### src/rtl/sn7408_tester.sv
// Test sequencer for an SN7408 quad AND model: powers the part, walks four
// input vectors through every gate and reports a per-gate pass/fail mask.
module sn7408_tester #(
    parameter int unsigned PWR_UP = 4,
    parameter int unsigned SETTLE = 2
) (
    input  logic       clk,
    input  logic       reset_n,
    input  logic       start,
    input  logic       abort,
    output logic       dut_vcc,
    output logic       dut_gnd,
    output logic [3:0] dut_a,
    output logic [3:0] dut_b,
    input  logic [3:0] dut_y,
    output logic       busy,
    output logic       done,
    output logic       pass,
    output logic [3:0] fail_mask
);

    localparam int unsigned GATES = 4;
    localparam int unsigned VEC_W = 2;
    localparam int unsigned CNT_W = 8;

    typedef enum logic [2:0] {
        S_IDLE,
        S_POWER,
        S_APPLY,
        S_SETTLE,
        S_CHECK,
        S_DONE
    } state_t;

    state_t             state_q, state_d;
    logic [VEC_W-1:0]   v_q, v_d;
    logic [CNT_W-1:0]   cnt_q, cnt_d;
    logic               vcc_d, busy_d, done_d, pass_d;
    logic [GATES-1:0]   a_d, b_d, mask_d, fail_now;
    logic               run_state;

    // Gate i sees combination (v+i) mod 4: a = bit 0, b = bit 1.
    function automatic logic [2*GATES-1:0] vec_drive(input logic [VEC_W-1:0] v);
        logic [GATES-1:0] a;
        logic [GATES-1:0] b;
        logic [VEC_W-1:0] u;
        for (int unsigned i = 0; i < GATES; i++) begin
            u    = v + VEC_W'(i);
            a[i] = u[0];
            b[i] = u[1];
        end
        return {b, a};
    endfunction

    assign dut_gnd = 1'b0;

    // X or Z on a gate output is a mismatch as well
    always_comb begin
        fail_now = '0;
        for (int unsigned i = 0; i < GATES; i++) begin
            fail_now[i] = (dut_y[i] !== (dut_a[i] & dut_b[i]));
        end
    end

    always_comb begin
        state_d   = state_q;
        v_d       = v_q;
        cnt_d     = cnt_q;
        mask_d    = fail_mask;
        pass_d    = pass;
        a_d       = dut_a;
        b_d       = dut_b;
        run_state = (state_q == S_POWER) || (state_q == S_APPLY) ||
                    (state_q == S_SETTLE) || (state_q == S_CHECK);

        case (state_q)
            S_IDLE: begin
                if (start) begin
                    mask_d  = '0;
                    pass_d  = 1'b0;
                    v_d     = '0;
                    cnt_d   = CNT_W'(PWR_UP - 1);
                    state_d = S_POWER;
                end
            end
            S_POWER: begin
                if (cnt_q == '0) state_d = S_APPLY;
                else             cnt_d   = cnt_q - 1'b1;
            end
            S_APPLY: begin
                cnt_d   = CNT_W'(SETTLE - 1);
                state_d = S_SETTLE;
            end
            S_SETTLE: begin
                if (cnt_q == '0) state_d = S_CHECK;
                else             cnt_d   = cnt_q - 1'b1;
            end
            S_CHECK: begin
                mask_d = fail_mask | fail_now;
                if (v_q == VEC_W'(GATES - 1)) begin
                    pass_d  = (mask_d == '0);
                    state_d = S_DONE;
                end else begin
                    v_d     = v_q + 1'b1;
                    state_d = S_APPLY;
                end
            end
            S_DONE:  state_d = S_IDLE;
            default: state_d = S_IDLE;
        endcase

        if (abort && run_state) begin
            state_d = S_IDLE;
            mask_d  = '1;
            pass_d  = 1'b0;
        end

        // Pin drive follows the state being entered so it is valid in that cycle
        if (state_d == S_APPLY) begin
            {b_d, a_d} = vec_drive(v_d);
        end else if (state_d == S_IDLE || state_d == S_POWER || state_d == S_DONE) begin
            a_d = '0;
            b_d = '0;
        end

        vcc_d  = (state_d == S_POWER) || (state_d == S_APPLY) ||
                 (state_d == S_SETTLE) || (state_d == S_CHECK);
        busy_d = (state_d != S_IDLE);
        done_d = (state_d == S_DONE);
    end

    always_ff @(posedge clk or negedge reset_n) begin
        if (!reset_n) begin
            state_q   <= S_IDLE;
            v_q       <= '0;
            cnt_q     <= '0;
            dut_vcc   <= 1'b0;
            dut_a     <= '0;
            dut_b     <= '0;
            busy      <= 1'b0;
            done      <= 1'b0;
            pass      <= 1'b0;
            fail_mask <= '0;
        end else begin
            state_q   <= state_d;
            v_q       <= v_d;
            cnt_q     <= cnt_d;
            dut_vcc   <= vcc_d;
            dut_a     <= a_d;
            dut_b     <= b_d;
            busy      <= busy_d;
            done      <= done_d;
            pass      <= pass_d;
            fail_mask <= mask_d;
        end
    end

endmodule

### config.mk
export PLATFORM = sky130hd
export DESIGN_NAME = sn7408_tester
export DESIGN_NICKNAME = d
export VERILOG_FILES = /design/src/rtl/sn7408_tester.sv
export SDC_FILE = /design/constraint.sdc
export NUM_CORES = 1
export LEC_CHECK = 0
export CELL_PAD_IN_SITES_DETAIL_PLACEMENT = 1
export CELL_PAD_IN_SITES_GLOBAL_PLACEMENT = 2
export CORE_AREA = 10 10 71 85
export DETAILED_ROUTE_END_ITERATION = 10
export DIE_AREA = 0 0 81 95
export PLACE_DENSITY = 0.94
export SYNTH_ARGS = -nofsm -noshare
export SYNTH_HDL_FRONTEND = slang
export SYNTH_SLANG_ARGS = --single-unit
### constraint.sdc
create_clock -name clk -period 5.2 [get_ports clk]
set_clock_uncertainty 0.2 [all_clocks]
set_input_delay 1.56 -clock clk [delete_from_list [all_inputs] [get_ports clk]]
set_output_delay 1.56 -clock clk [all_outputs]
set_load 0.005 [all_outputs]
After elaboration in Yosys (flattened, before gate mapping)
Index checks and enable logic that the tools add are counted.
- bits in registers: 29
- bits in latches: 0
- RAM bits: 0
- memory bits (read-only): 0
- bits of input ports: 8
- word-level logic and storage cells: 81
- memories kept: 0
- add/sub/neg operators: 5
- $mul: 0
- divide/modulo/power cells: 0
- $lt $le $gt $ge: 0
- equal/unequal tests: 18
- shift operators: 0
- mux-type cells: 22
- bitwise logic cells: 5
- reductions and logical operators: 21
- operator list (operator ; count):
    one-hot mux 8 bit (3 select lines) ; 1
    two-way mux 4 bit ; 5
    two-way mux 8 bit ; 2
    two-way mux 3 bit ; 5
    one-hot mux 3 bit (5 select lines) ; 1
    equality test 3 x 2 -> 1 bit (second input constant) ; 4
    equality test 3 bit (second input constant) ; 3
    nonzero test 3 bit ; 3
    zero test 8 bit ; 1
    logical OR 1 bit ; 8
    one-hot mux 4 bit (2 select lines) ; 1
    subtractor 8 x 1 -> 8 bit (second input constant) ; 1
    equality test 3 x 1 -> 1 bit (second input constant) ; 2
    zero test 3 bit ; 2
    AND reduction 3 bit ; 2
    adder 2 x 1 -> 2 bit (second input constant) ; 2
    adder 2 bit (second input constant) ; 2
    AND 1 bit ; 4
    zero test 4 bit ; 1
    two-way mux 2 bit ; 2
    != test 2 bit (second input constant) ; 2
    case inequality test 1 bit ; 4
    OR 4 bit ; 1
    one-hot mux 2 bit (2 select lines) ; 1
    9 further kinds ; 11

Depth between registers and ports, before layout
- depth after elaboration: 11
- gate-level depth with buffers: 7

Least setup slack after synthesis
No wires, ideal clock.
- kind: input port to flip-flop
- start point: input port start
- end point: register dut_b[1]
- library setup time: 0.074 ns
- data arrival time: 2.511 ns
- slack: 2.415 ns
- stages on the path: 5
- buffers on the path: 0
- path through: nor3_1 a211oi_2 o21bai_1 or2_4 o21ai_2
- longest elaborated chain between the ends: 7
- elaborated cells on any way between the ends: 14
- those cells by class: 1 x add/sub; 3 x eq/ne; 6 x mux; 4 x reduce/logical
- ends and longest elaborated chain (what ; RTL line ; text):
    start, declared ; 9 ; input logic start,
    two-way mux 3 bit ; 78 ; if (start) begin
    one-hot mux 3 bit (5 select lines) ; 76 ; case (state_q)
    two-way mux 3 bit ; 112 ; if (abort && run_state) begin
    equality test 3 x 1 -> 1 bit or zero test 3 bit (tied branches) ; 121 ; end else if (state_d == S_IDLE || state_d == S_POWER || state_d == S_DONE) begin
    logical OR 1 bit (2 in series) ; 121 ;
    nonzero test 2 bit (no line) ; - ;
    end signal, assigned ; 139 ; dut_b <= '0;
    end signal, assigned ; 150 ; dut_b <= b_d;
    end, declared ; 14 ; output logic [3:0] dut_b,
Several ways; a longest one is shown, not always the timed one.
A chain may end at the register's enable or synchronous reset.

Worst setup path in the final report
- start point: input port start
- end point: register dut_a[2]
- longest elaborated chain between the ends: 7
- elaborated cells on any way between the ends: 14
- those cells by class: 1 x add/sub; 3 x eq/ne; 6 x mux; 4 x reduce/logical
- ends and longest elaborated chain (what ; RTL line ; text):
    two-way mux 3 bit ; 78 ;
    one-hot mux 3 bit (5 select lines) ; 76 ;
    two-way mux 3 bit ; 112 ;
    equality test 3 x 1 -> 1 bit or zero test 3 bit (tied branches) ; 121 ;
    logical OR 1 bit (2 in series) ; 121 ;
    nonzero test 2 bit (no line) ; - ;
    end signal, assigned ; 138 ; dut_a <= '0;
    end signal, assigned ; 149 ; dut_a <= a_d;
    end, declared ; 13 ; output logic [3:0] dut_a,
Several ways; a longest one is shown, not always the timed one.

==> summary.md <==
| Metric | Value |
|---|---|
| Post-route minimum period | `between 3 and 4 ns` |
| First-pass GRT wire length | `between 6000 and 7000 µm` |
| Maximum buffer depth of the clock tree | `2` |
| Max cap viols | `0` |
| Pre-antenna DRT Iters | `4` |
| Leakage | `0.759 nW` |
| Hold Vio Cnt, Final | `0` |
| Setup_tns | `0 ns` |
| Worst endpoint required time | `5.18 ns` |
| Layout Nets | `189` |
| Synth top area share | `45.3%` |
| Share of layout cells above drive strength 1 | `7.87%` |
| Critical path, cell by cell | `clkdlybuf4s50_1, nor3_1, a211oi_2, o21bai_1, nor2_1, a22o_1` |
| Max_slew headroom | `52.6%` |
| Vias in the first global route | `1357` |
| Cell variety after synth | `48` |
| Sinks on Clock Net | `27` |
| IO Count | `25` |
| Die area | `0.00770 mm²` |
| Main combinational cell family by area after synthesis | `simple AND/OR/NAND/NOR gates` |
| Hold path startpoint | `pass` |
| Largest area contributor in the netlist | `dfrtp_1` |
| HP Class | `reg2reg` |
| Initial core utilization | `roughly 33%` |
| Syn Std Cell Area | `0.00149 mm²` |
| Mapped Nets | `168` |
| Syn_area_per_cell | `9.44 µm²` |
| Clk slew on worst S/H paths | `0.09 ns` |
| FMAX | `0.290 GHz` |
| Internal Pwr Total | `0.484 mW` |
| Routed met2 length | `approximately 2000 µm` |
| Synth Register Bits | `27` |
| Post-Synthesis Cells | `about 160` |
| Synth Area in XOR/XNOR | `about 5.3%` |
| Post-synthesis sequential area ratio | `45.3%` |
| Initial antenna violation count | `0` |
| CORE AREA | `0.00446 mm²` |
| Resize count post-CTS | `0` |
| WL met1 | `1640 µm` |
| P_sw | `approximately 0.32 mW` |
| Clk root buf | `clkbuf_8` |
| N_diodes | `0` |
| Reg2Reg Depth | `7` |
| Mux cell area share after synthesis | `1.43%` |
| Least-Margin Pin Slew | `0.712 ns` |
| Combinational Power Share | `42.8%` |
| Total CTS buffers | `3` |
| Vias per cell | `roughly 5.3` |
| CTS tree | `yes` |
| Most used flip-flop cell after synthesis | `dfrtp_1` |
| Total wire length | `3870 µm` |
| Antenna-violating nets left | `0` |
| Power Dens Cells | `about 450 mW/mm²` |
| Max layer used | `met4` |
| Sw frac | `between 30% and 40%` |
| Post-synth ARST share | `100%` |
| Period utilization | `66.3%` |
| Worst-skew pair later-pin latency | `0.28 ns` |
| Most common cell after layout, fill and taps aside | `dfrtp_1` |
| Slowest stage cell, crit path | `clkdlybuf4s50_1` |
| Reg-to-reg setup timing slack | `about 2.8 ns` |
| Hold path endpoint | `pass` |
| Register area | `676 µm²` |
| Hold depth | `1` |
| Die Wd | `roughly 80 µm` |
| Synth Area in Compound Gates | `19.2%` |
| Initial DRC count | `31` |
| Area share of fa/ha/maj cells after synthesis | `1.68%` |
| Warnings from Yosys | `0` |
| Largest net degree at the start of global routing | `28` |
| Kind of critical path | `in2reg` |
| VDD IR max | `0.142 mV` |
| Row Count | `27` |
| Final Slew Violations | `0` |
| Setup ws final | `1.75 ns` |
| DR vias | `around 1200` |
| Endpoints failing setup | `0` |
| Status | `completed` |
| Remaining Overflow, GRT | `0` |
| Flop pwr share | `a little over two fifths` |
| Worst R2R Start | `cnt_q[0]` |
| Hold-fix buffers, CTS | `0` |
| Tot GR Track Use | `10.6%` |
| RSZ-0062 raised after global routing | `no` |
| CTS H-tree depth | `1` |
| Max Fanout on Critical Path | `9` |
| Post CTS Setup Buffer Count | `0` |
| Critical Path Max Stage Delay | `about 0.63 ns` |
| Die H | `95 µm` |
| Post-synthesis simple-gate area fraction | `between 20% and 30%` |
| Worst setup SP type | `input pin` |
| RePlAce Congestion | `0.787` |
| DR WL/cell | `16.4 µm` |
| Ranking of synthesized cells by area | `dfrtp_1 (45%), nor2_1 (4.5%), nand2_1 (4.0%), a21oi_1 (3.7%), xor2_1 (3.5%)` |
| Most frequent cells in the layout | `dfrtp_1 (27), clkdlybuf4s50_1 (23), nor2_1 (18), nand2_1 (16), a21oi_1 (11)` |
| Area grow syn2layout | `21.0%` |
| CP arrival | `3.43 ns` |
| Worst reg2reg endpoint | `dut_a[2]` |
| DRC violations left | `0` |
| Type of destination of the critical path | `flip-flop` |
| Setup WS pre-CTS | `1.47 ns` |
| IO buf count | `23` |
| Area of the multi-input gates | `761 µm²` |
| Clock power frac | `15.0%` |
| Fill count | `527` |
| Hpwl dp | `2980 µm` |
| Met3 routed WL | `226 µm` |
| Post-synth EDFFs | `0` |
## synth_stat cells (all sizes together), types with 2 or more instances
cell type / count
dfrtp: 27
nor2: 19
nand2: 16
o21ai: 13
a21oi: 11
buf: 6
xor2: 6
nand2b: 5
nor3: 5
a22o: 4
inv: 3
nand3: 3
nor4: 3
xnor2: 3
a211oi: 2
a21o: 2
and2: 2
clkbuf: 2
ha: 2
nor4b: 2
o21bai: 2
or2: 2
or4: 2
## critical path, delay by kind of cell
kind / cells / cell delay (ns)
simple gates: 2 / 0.24
buf+inv: 1 / 0.63
compound gates: 3 / 0.99
## area by class of cell
| type | count | area share [%] |
|---|---|---|
| Clock buffer | 3 | 2.29 |
| Clock inverter | 1 | 0.277 |
| Inverter | 3 | 0.624 |
| Multi-Input combinational cell | 120 | 42.2 |
| Sequential cell | 27 | 37.4 |
| Tap cell | 58 | 4.02 |
| Timing Repair Buffer | 24 | 13.2 |
## routing by layer
layer,vias up,global-route usage (%)
met5,-,0
met4,0,2.60
met3,2,3.71
met2,21,18.6
met1,628,11.8
li1,598,-
## worst max-delay path by stage
stage	from	to	slack, ns	depth (start not counted)
floorplan	start	dut_b[1]	2.41	5
global placement	start	dut_a[2]	1.60	6
detailed placement	start	dut_a[2]	1.47	6
CTS	start	dut_a[2]	1.78	6
global route	start	dut_a[2]	1.63	6
finish	start	dut_a[2]	1.75	6
## state kept, by name, summed over array words and instances (netlist names), 2 cells and up
register	count
cnt_q	8
dut_b	4
fail_mask	4
state_q	3
dut_a	2
v_q	2
## stage by stage
stage               hold slack, ns  area (µm²)  std cells  utilization (%)  power [mW]
detailed placement           0.289        1760        232             39.4       0.691
floorplan                    0.289        1490        158                -       0.559
CTS                          0.310        1800        236             40.5       0.813
global route                 0.340        1800        236             40.5       0.866
finish                       0.300        1800        236             40.5       0.803
global placement             0.285        1760        232             39.4       0.665
## cell families after synthesis
kind of cell             count (synthesis)
AO/OA/AOI/OAI                           42
XOR/XNOR                                 9
adder cells (fa/ha/maj)                  2
buffers and inverters                   11
flip-flops                              27
multiplexers                             2
other                                    1
AND/OR/NAND/NOR                         64
## power by group through the flow
stage / clock network [mW] / registers, mW / logic, mW
4_1_cts: 0.124 / 0.339 / 0.350
6_report: 0.121 / 0.339 / 0.344
5_1_grt: 0.132 / 0.349 / 0.385
2_1_floorplan: 0 / 0.321 / 0.238
3_3_place_gp: 0 / 0.337 / 0.328
3_5_place_dp: 0 / 0.342 / 0.348
No activity file was read; power rests on OpenSTA's default activity.
